$ cat src/rtl/perf_pkg.sv
// Shared types and helpers for the perf_counter_bank profiling block.
// Counter widths up to 64 bits are supported by sat_inc.
package perf_pkg;

    typedef enum logic {
        ST_IDLE = 1'b0,
        ST_BUSY = 1'b1
    } ch_state_e;

    localparam logic [1:0] FLD_BUSY   = 2'd0;
    localparam logic [1:0] FLD_OPS    = 2'd1;
    localparam logic [1:0] FLD_MAXLAT = 2'd2;
    localparam logic [1:0] FLD_STATUS = 2'd3;

    localparam int unsigned STAT_OVL  = 0;
    localparam int unsigned STAT_SAT  = 1;
    localparam int unsigned STAT_BUSY = 2;
    localparam int unsigned STAT_W    = 3;

    // Increment that sticks at the all-ones value of a width-bit counter.
    function automatic logic [63:0] sat_inc(input logic [63:0] val, input int unsigned width);
        logic [63:0] max_val;
        max_val = (width >= 64) ? '1 : ((64'd1 << width) - 64'd1);
        return (val >= max_val) ? max_val : val + 64'd1;
    endfunction

endpackage

$ cat src/rtl/perf_ch_tracker.sv
// One start/done channel: IDLE/BUSY FSM, busy and op counters, sticky flags.
// Latency tracking (cur_lat/max_lat) exists only when PERF_MAX_LAT_EN is defined.
module perf_ch_tracker
    import perf_pkg::*;
#(
    parameter int unsigned CNT_W = 48,
    parameter int unsigned LAT_W = 16
) (
    input  logic              clk,
    input  logic              rst,
    input  logic              clear,
    input  logic              cnt_en,
    input  logic              flg_en,
    input  logic              start,
    input  logic              done,
    output logic              busy,
    output logic [CNT_W-1:0]  busy_cnt,
    output logic [CNT_W-1:0]  op_cnt,
    output logic [LAT_W-1:0]  max_lat,
    output logic [STAT_W-1:0] status
);

    ch_state_e         state_q, state_d;
    logic [CNT_W-1:0]  busy_cnt_q, busy_cnt_d;
    logic [CNT_W-1:0]  op_cnt_q, op_cnt_d;
    logic              ovl_q, ovl_d;
    logic              sat_q, sat_d;
    logic              op_done, busy_tick, ovl_hit;

    always_comb begin
        state_d   = state_q;
        op_done   = 1'b0;
        busy_tick = 1'b0;
        ovl_hit   = 1'b0;
        case (state_q)
            ST_IDLE: begin
                if (start) begin
                    if (done) op_done = 1'b1;
                    else      state_d = ST_BUSY;
                end
            end
            ST_BUSY: begin
                busy_tick = 1'b1;
                if (done) begin
                    op_done = 1'b1;
                    if (!start) state_d = ST_IDLE;
                end else if (start) begin
                    ovl_hit = 1'b1;
                end
            end
            default: state_d = ST_IDLE;
        endcase
        if (clear) state_d = ST_IDLE;
    end

    always_comb begin
        busy_cnt_d = busy_cnt_q;
        op_cnt_d   = op_cnt_q;
        ovl_d      = ovl_q;
        sat_d      = sat_q;
        if (clear) begin
            busy_cnt_d = '0;
            op_cnt_d   = '0;
            ovl_d      = 1'b0;
            sat_d      = 1'b0;
        end else begin
            if (cnt_en && busy_tick) begin
                busy_cnt_d = CNT_W'(sat_inc(64'(busy_cnt_q), CNT_W));
                if (busy_cnt_q == '1) sat_d = 1'b1;
            end
            if (cnt_en && op_done) begin
                op_cnt_d = CNT_W'(sat_inc(64'(op_cnt_q), CNT_W));
                if (op_cnt_q == '1) sat_d = 1'b1;
            end
            if (flg_en && ovl_hit) ovl_d = 1'b1;
        end
    end

    always_ff @(posedge clk or posedge rst) begin
        if (rst) begin
            state_q    <= ST_IDLE;
            busy_cnt_q <= '0;
            op_cnt_q   <= '0;
            ovl_q      <= 1'b0;
            sat_q      <= 1'b0;
        end else begin
            state_q    <= state_d;
            busy_cnt_q <= busy_cnt_d;
            op_cnt_q   <= op_cnt_d;
            ovl_q      <= ovl_d;
            sat_q      <= sat_d;
        end
    end

`ifdef PERF_MAX_LAT_EN
    logic [LAT_W-1:0] cur_lat_q, cur_lat_d;
    logic [LAT_W-1:0] max_lat_q, max_lat_d;
    logic [LAT_W-1:0] op_lat;
    logic             lat_restart;

    // A fresh op begins on IDLE start-without-done or on a back-to-back done+start.
    assign lat_restart = start && ((state_q == ST_IDLE) ? !done : done);

    always_comb begin
        cur_lat_d = cur_lat_q;
        max_lat_d = max_lat_q;
        op_lat    = '0;
        if (state_q == ST_BUSY) begin
            op_lat = LAT_W'(sat_inc(64'(cur_lat_q), LAT_W));
            if (!done) cur_lat_d = op_lat;
        end
        if (lat_restart) cur_lat_d = '0;
        if (clear) begin
            cur_lat_d = '0;
            max_lat_d = '0;
        end else if (cnt_en && op_done && (op_lat > max_lat_q)) begin
            max_lat_d = op_lat;
        end
    end

    always_ff @(posedge clk or posedge rst) begin
        if (rst) begin
            cur_lat_q <= '0;
            max_lat_q <= '0;
        end else begin
            cur_lat_q <= cur_lat_d;
            max_lat_q <= max_lat_d;
        end
    end

    assign max_lat = max_lat_q;
`else
    assign max_lat = '0;
`endif

    assign busy               = (state_q == ST_BUSY);
    assign busy_cnt           = busy_cnt_q;
    assign op_cnt             = op_cnt_q;
    assign status[STAT_OVL]   = ovl_q;
    assign status[STAT_SAT]   = sat_q;
    assign status[STAT_BUSY]  = busy;

endmodule

$ cat src/rtl/perf_counter_bank.sv
// Multi-channel cycle-accounting bank: global run/starve counters plus per-channel
// trackers behind a registered read port. Optional max latency via PERF_MAX_LAT_EN.
module perf_counter_bank
    import perf_pkg::*;
#(
    parameter int unsigned NUM_CH = 4,
    parameter int unsigned CNT_W  = 48,
    parameter int unsigned LAT_W  = 16,
    parameter int unsigned SEL_W  = 2
) (
    input  logic              clk,
    input  logic              rst,
    input  logic              arm,
    input  logic              src_valid,
    input  logic [NUM_CH-1:0] ch_start,
    input  logic [NUM_CH-1:0] ch_done,
    input  logic              clear,
    input  logic              freeze,
    input  logic              rd_en,
    input  logic [SEL_W-1:0]  rd_ch,
    input  logic [1:0]        rd_field,
    output logic              rd_valid,
    output logic [CNT_W-1:0]  rd_data,
    output logic [CNT_W-1:0]  total_cnt,
    output logic [CNT_W-1:0]  starve_cnt,
    output logic              busy_any
);

    logic             armed_q;
    logic [CNT_W-1:0] total_q, starve_q;
    logic             rd_valid_q;
    logic [CNT_W-1:0] rd_data_q, rd_mux;
    logic             cnt_en;

    logic [NUM_CH-1:0] ch_busy;
    logic [CNT_W-1:0]  ch_busy_cnt [NUM_CH];
    logic [CNT_W-1:0]  ch_op_cnt   [NUM_CH];
    logic [LAT_W-1:0]  ch_max_lat  [NUM_CH];
    logic [STAT_W-1:0] ch_status   [NUM_CH];

    // armed is registered, so the cycle that raises arm is never counted.
    assign cnt_en = armed_q && !freeze;

    for (genvar g = 0; g < NUM_CH; g++) begin : g_ch
        perf_ch_tracker #(
            .CNT_W (CNT_W),
            .LAT_W (LAT_W)
        ) u_ch (
            .clk      (clk),
            .rst      (rst),
            .clear    (clear),
            .cnt_en   (cnt_en),
            .flg_en   (!freeze),
            .start    (ch_start[g]),
            .done     (ch_done[g]),
            .busy     (ch_busy[g]),
            .busy_cnt (ch_busy_cnt[g]),
            .op_cnt   (ch_op_cnt[g]),
            .max_lat  (ch_max_lat[g]),
            .status   (ch_status[g])
        );
    end

    always_ff @(posedge clk or posedge rst) begin
        if (rst) begin
            armed_q  <= 1'b0;
            total_q  <= '0;
            starve_q <= '0;
        end else if (clear) begin
            armed_q  <= 1'b0;
            total_q  <= '0;
            starve_q <= '0;
        end else begin
            if (arm) armed_q <= 1'b1;
            if (cnt_en) begin
                total_q <= CNT_W'(sat_inc(64'(total_q), CNT_W));
                if (!src_valid) starve_q <= CNT_W'(sat_inc(64'(starve_q), CNT_W));
            end
        end
    end

    // Unmatched selects (rd_ch >= NUM_CH) fall through to zero.
    always_comb begin
        rd_mux = '0;
        for (int i = 0; i < NUM_CH; i++) begin
            if (rd_ch == SEL_W'(i)) begin
                case (rd_field)
                    FLD_BUSY:   rd_mux = ch_busy_cnt[i];
                    FLD_OPS:    rd_mux = ch_op_cnt[i];
                    FLD_MAXLAT: rd_mux = CNT_W'(ch_max_lat[i]);
                    default:    rd_mux = CNT_W'(ch_status[i]);
                endcase
            end
        end
    end

    always_ff @(posedge clk or posedge rst) begin
        if (rst) begin
            rd_valid_q <= 1'b0;
            rd_data_q  <= '0;
        end else begin
            rd_valid_q <= rd_en;
            if (rd_en) rd_data_q <= rd_mux;
        end
    end

    assign rd_valid   = rd_valid_q;
    assign rd_data    = rd_data_q;
    assign total_cnt  = total_q;
    assign starve_cnt = starve_q;
    assign busy_any   = |ch_busy;

endmodule

$ cat config.mk
export PLATFORM = sky130hd
export DESIGN_NAME = perf_counter_bank
export DESIGN_NICKNAME = d
export VERILOG_FILES = /design/src/rtl/perf_pkg.sv /design/src/rtl/perf_ch_tracker.sv /design/src/rtl/perf_counter_bank.sv
export SDC_FILE = /design/constraint.sdc
export NUM_CORES = 2
export LEC_CHECK = 0
export CORE_UTILIZATION = 55
export DETAILED_ROUTE_END_ITERATION = 8
export GPL_TIMING_DRIVEN = 0
export PLACE_DENSITY = 0.74
export SYNTH_ARGS = -nofsm -noshare
export SYNTH_HDL_FRONTEND = slang
export SYNTH_HIERARCHICAL = 1
export SYNTH_SLANG_ARGS = --single-unit
$ cat constraint.sdc
create_clock -name clk -period 14.4 [get_ports clk]
set_input_delay 2.16 -clock clk [delete_from_list [all_inputs] [get_ports clk]]
set_output_delay 2.16 -clock clk [all_outputs]
set_load 0.02 [all_outputs]
Yosys cells after proc, flatten, opt, wreduce, memory -nomap -nowiden
Cells that the tools add are included.
{"block": "totals", "reg_bits": 542, "in_bits": 19, "out_inout_bits": 146, "wordCells": 212}
{"block": "classes", "n_addsub": 10, "magnitude_cmp": 10, "eq_ne": 14, "n_mux": 117, "n_bitwise": 4, "n_reduce_logical": 32}
{"cell": "$mux W48", "count": 35}
{"cell": "$pmux W48 S3", "count": 4}
{"cell": "$add A48 B1 Y48 const B", "count": 10}
{"cell": "$ge A48 B48 Y1 const B", "count": 10}
{"cell": "$eq A48 B48 Y1 const B", "count": 8}
{"cell": "$mux W1", "count": 70}
{"cell": "$reduce_bool A2 Y1", "count": 14}
{"cell": "$pmux W1 S2", "count": 8}
{"cell": "$logic_and A1 B1 Y1", "count": 13}
{"cell": "$eq A2 B2 Y1 const B", "count": 3}
{"cell": "$eq A2 B1 Y1 const B", "count": 2}
{"cell": "$logic_not A2 Y1", "count": 2}
{"cell": "$not A1 Y1", "count": 4}
{"cell": "$reduce_or A4 Y1", "count": 1}
{"cell": "$ne A2 B1 Y1 const B", "count": 1}
{"cell": "$reduce_and A2 Y1", "count": 1}
{"cell": "$logic_not A1 Y1", "count": 1}

Longest topological paths before layout
{"block": "depth", "word_depth": 7, "depth_mapped": 12, "mapped_depth_nobuf": 8}

Cells and area by module
Netlist, hierarchy kept.
{"mod": "perf_ch_tracker", "n_inst": 4, "cells_per_inst": 662, "area_per_inst_um2": 5950.7, "seq_area_each_um2": 2477.4}
{"mod": "perf_counter_bank", "n_inst": 1, "cells_per_inst": 1387, "area_per_inst_um2": 11477.3, "seq_area_each_um2": 3653.5}

Worst setup path after synthesis
Ideal clock, no wire load.
{"block": "synth_timing", "kind": "input -> register", "start": "input freeze", "end": "register g_ch[0].u_ch.op_cnt_q[42]", "setup_ns": 0.137, "t_arrival_ns": 4.896, "required_ns": 14.263, "slack_ns": 9.367, "cell_stages": 10, "n_path_buf": 3, "path_cell_list": "nand2b_1 > clkbuf_1 > inv_1 > clkbuf_1 > clkbuf_1 > o211ai_1 > nor3_1 > and4_1 > nor4b_1 > nor3_1"}
{"block": "synth_via", "elab_chain_len": 4}
{"element": "start, declared", "line_no": "perf_counter_bank.sv:18", "rtl": "input logic freeze,"}
{"element": "$logic_not A1 Y1", "line_no": "perf_counter_bank.sv:42", "rtl": "assign cnt_en = armed_q && !freeze;"}
{"element": "$logic_and A1 B1 Y1", "line_no": "perf_counter_bank.sv:42"}
{"element": "via cnt_en", "line_no": "perf_counter_bank.sv:33", "rtl": "logic cnt_en;"}
{"element": "$logic_and A1 B1 Y1", "line_no": "perf_ch_tracker.sv:71", "rtl": "if (cnt_en && op_done) begin"}
{"element": "$reduce_bool A2 Y1 (no line)"}
{"element": "end signal, assigned", "line_no": "perf_ch_tracker.sv:89", "rtl": "op_cnt_q <= op_cnt_d;"}
{"element": "end, declared", "line_no": "perf_ch_tracker.sv:25", "rtl": "logic [CNT_W-1:0] op_cnt_q, op_cnt_d;"}
The timed path passes the listed nets, and every way through them passes these cells.
A chain may end at the register's enable or synchronous reset.

Worst setup path after layout
{"block": "layout_timing", "start": "input freeze", "end": "register g_ch[3].u_ch.op_cnt_q[42]"}
{"block": "layout_via", "elab_chain_len": 4}
{"element": "$logic_not A1 Y1", "line_no": "perf_counter_bank.sv:42"}
{"element": "$logic_and A1 B1 Y1", "line_no": "perf_counter_bank.sv:42"}
{"element": "via cnt_en", "line_no": "perf_counter_bank.sv:33"}
{"element": "$logic_and A1 B1 Y1", "line_no": "perf_ch_tracker.sv:71"}
{"element": "$reduce_bool A2 Y1 (no line)"}
{"element": "end signal, assigned", "line_no": "perf_ch_tracker.sv:89"}
{"element": "end, declared", "line_no": "perf_ch_tracker.sv:25"}
The timed path passes the listed nets, and every way through them passes these cells.

==> impl_metrics.toml <==
[status]
run_status = "finished, final reports clean"

[worst_setup_path]
reg2reg_slack_ps = 9820
crit_slowest_cell = "nor3_1"
crit_chain = "clkdlybuf4s50_1 -> nand2b_1 -> clkbuf_1 -> inv_1 -> clkbuf_1 -> clkbuf_2 -> buf_12 -> o211ai_1 -> nor3_1 -> and4_1 -> nor4b_1 -> nor3_1"
cp-end-kind = "flop"
critical-path-top-delay-family = "buffers and inverters"
max_stage_delay_ps = 790
critPathBufInv = 6
critPathKind = "in2reg"
reg2reg_from = "armed_q$_DFFE_PP0P_"
reg2reg_depth = 11
r2r-end = "g_ch[3].u_ch/op_cnt[42]$_DFFE_PP0P_"
worst_setup_path_start_kind = "primary input"
critical_path_depth = 12
path_max_fanout = 20
required_ps = 14920
arrival_ps = 6810

[timing]
tightest_slew_ps = 1030
rsz0062_at_grt = "false"
finalSetupTns_ps = 0
hold_violations = 0
fin_crit_sh_pct = 43.6
finalSetupViolations = 0
finalMaxSlewViolations = 0
period_needed_ps = 6280
slew_headroom_pct = 30.7
worst_slack_ps = 8120
skew_ps = 34.8
fmax_mhz = 159

[logic_synthesis]
synthDistinctLibCells = 81
synthArstFlopShare_pct = 100
yosysMostFrequentCell = "dfrtp_1"
synth_top_cell_by_area = "dfrtp_1"
yosys_warnings = 6
syn_area_per_cell_sq_um = 8.74
yosysSeqAreaShare_pct = 38.4
syn_inst = 4035
synth-seq-cells = 542
synth.top_cell.area_share_pct = 38.4
synth-main-ff-cell = "dfrtp_1"
synth_edf_count = 0
synth_common_cells = "542 x dfrtp_1, 421 x nor2_1, 340 x nand2_1, 221 x a21oi_1"
netlist_area_sq_um = 35300
synth_area_leaders = "dfrtp_1 38%, nor2_1 4.5%, nand2_1 3.6%, a21oi_1 3.1%, a311oi_1 3.1%"

[pwr]
pwr-share-clk_pct = 47.7
swShare_pct = 26.3
power_density_nw_per_um2 = 87.8
vdd_drop_max_mv = 0.102
internal_power_uw = 2620
pwr-share-seq_pct = 43.9
finalPower_uw = 3550
p_sw_uw = 934
combPwrFrac_pct = 8.4
cellLeakagePower_uw = 0.0156

[die]
die_area_sq_um = 65200
die_width_um = 255
num_rows = 92
coreArea_sq_um = 63200
die_y_um = 255
start_util_pct = 55.8
io_pins = 165

[detailed_routing]
num_vias = 37000
vias_per_cell = 7.08
drt_iter0_drc = 5740
drt-total-wl_um = 146000
drt_pass1_iterations = 9
drc = 0
drt-wirelength-per-cell_um = 28.0
ant_nets = 0

[layout]
synthToLayoutAreaGrowth_pct = 14.7
drive_above_1_share_pct = 11.7
design_area_sq_um = 40500
final_nets = 4354

[clock_tree]
cts_max_path_buffers = 3
cts_buffers = 61
ctsResizeCount = 0
clkLatencyLatePin_ps = 690
clock_sinks = 542
ctsHoldBuffers = 0
htreeDepth = 2
path_clk_slew_ps = 60
cts_root_buffer = "clkbuf_16"
post_cts_buffers = 0
cts_tree = "built"

[global_route]
grt_pass1_wl_um = 216000
gr-total-overflow = 0
grt_usage_pct = 44.4
grt_pass1_vias = 33000
grt_max_degree = 116
antenna_found_initial = 12

[run]
drv_cap = 0

[placed_design]
port_buffers = 161
pre_cts_ws_ps = 7740
placed_area_sq_um = 38400
gp_congestion = 1.07
dp_hpwl_um = 109000

[min_path]
hold-path-cell-count = 2
min_to = "g_ch[0].u_ch/ovl_q$_DFFE_PP0P_"
hp-start = "g_ch[0].u_ch/ovl_q$_DFFE_PP0P_"
holdCritPathClass = "reg2reg"
-- cells by family (layout without fill, tap and decap cells) --
| family | Yosys count | count (layout) | share of synthesized area [%] |
|---|---|---|---|
| compound gates | 1097 | 1097 | 21.4 |
| simple gates | 1797 | 1797 | 28.4 |
| other cells | 4 | 68 | 0.0425 |
| buf+inv | 419 | 697 | 5.81 |
| mux | 150 | 150 | 5.16 |
| flops | 542 | 542 | 38.4 |
| xor+xnor | 16 | 16 | 0.397 |
| fa+ha+maj | 10 | 10 | 0.355 |
-- state kept, by name, summed over array words and instances, names as in the netlist --
signal              cells
g_ch.u_ch/busy_cnt    192
g_ch.u_ch/busy          4
rd_data                48
g_ch.u_ch/op_cnt      192
total_cnt              48
g_ch.u_ch/sat_q         4
starve_cnt             48
armed_q                 1
g_ch.u_ch/ovl_q         4
rd_valid                1
-- stage by stage --
step	instances	hold WS [ps]	util, %
CTS	5219	510	64.0
detailed placement	5108	493	60.7
global route	5221	540	64.0
global placement	5102	487	60.4
floorplan	4095	467	-
finish	5223	516	64.0
-- layout by cell type (no fill, tap or decap), types with 15 or more instances in the layout --
cell type and instances:
a211oi_1 94, nor3_2 33, nor2_1 421, a22oi_1 48
a21oi_1 221, mux4_2 23, clkbuf_16 61, o21bai_1 28
o21ai_0 183, buf_2 72, a41oi_1 78, o211ai_1 16
and3_1 118, nand4_1 135, nand2_1 340, o22ai_1 27
nand3_1 166, a311oi_1 123, nor4_1 61, clkdlybuf4s50_1 161
and2_1 54, inv_1 89, mux2i_1 101, nor3_1 183
dfrtp_1 542, and4_1 82, a31oi_1 130, buf_4 81
a31o_2 27, nand4_2 22, nor2b_1 43, mux2_2 26
clkbuf_1 159, conb_1 64, nor4_4 15, a221oi_1 19
-- layout make-up --
cell class	count	area [sq um]
Fill cell	5456	22700
Multi-Input combinational cell	3134	19900
Sequential cell	542	13600
Timing Repair Buffer	167	1770
Clock buffer	81	1700
Buffer	324	1690
Tap cell	846	1060
Clock inverter	30	412
Inverter	95	374
Antenna cell	4	10.0
-- worst register-to-register path, stage by stage (launching register included) --
cell      delay [ps]
dfrtp_1          360
nand2b_1          60
clkbuf_1         300
inv_1            330
clkbuf_1         480
clkbuf_2         430
buf_12           260
o211ai_1         460
nor3_1           800
and4_1           510
nor4b_1          370
nor3_1            90
-- layer usage --
| metal | vias up | part of all wire (%) | GRT usage (%) |
|---|---|---|---|
| met5 | - | 0.044 | 0 |
| met2 | 2744 | 41 | 63.0 |
| met3 | 460 | 13 | 11.2 |
| met4 | 10 | 5.6 | 21.5 |
| met1 | 17800 | 40 | 62.9 |
| li1 | 16000 | - | - |
-- power groups by stage --
stage                     Clock [uW]  Combinational (uW)  Sequential (uW)
after floorplan                    0                 154             1590
after global placement             0                 282             1580
after detailed placement           0                 289             1580
after CTS                       1690                 290             1560
after global routing            1750                 313             1560
final                           1700                 299             1560
-- worst max-delay path by stage --
stage,from,end,slack (ps)
after CTS,freeze,g_ch[3].u_ch/op_cnt[42]$_DFFE_PP0P_,8400
after global routing,freeze,g_ch[3].u_ch/op_cnt[42]$_DFFE_PP0P_,7960
after global placement,rst,starve_cnt[13]$_DFFE_PP0P_,5470
final,freeze,g_ch[3].u_ch/op_cnt[42]$_DFFE_PP0P_,8120
after floorplan,rst,armed_q$_DFFE_PP0P_,8320
after detailed placement,freeze,g_ch[3].u_ch/op_cnt[42]$_DFFE_PP0P_,7740
Note: power is estimated with default switching activity, not from simulation.
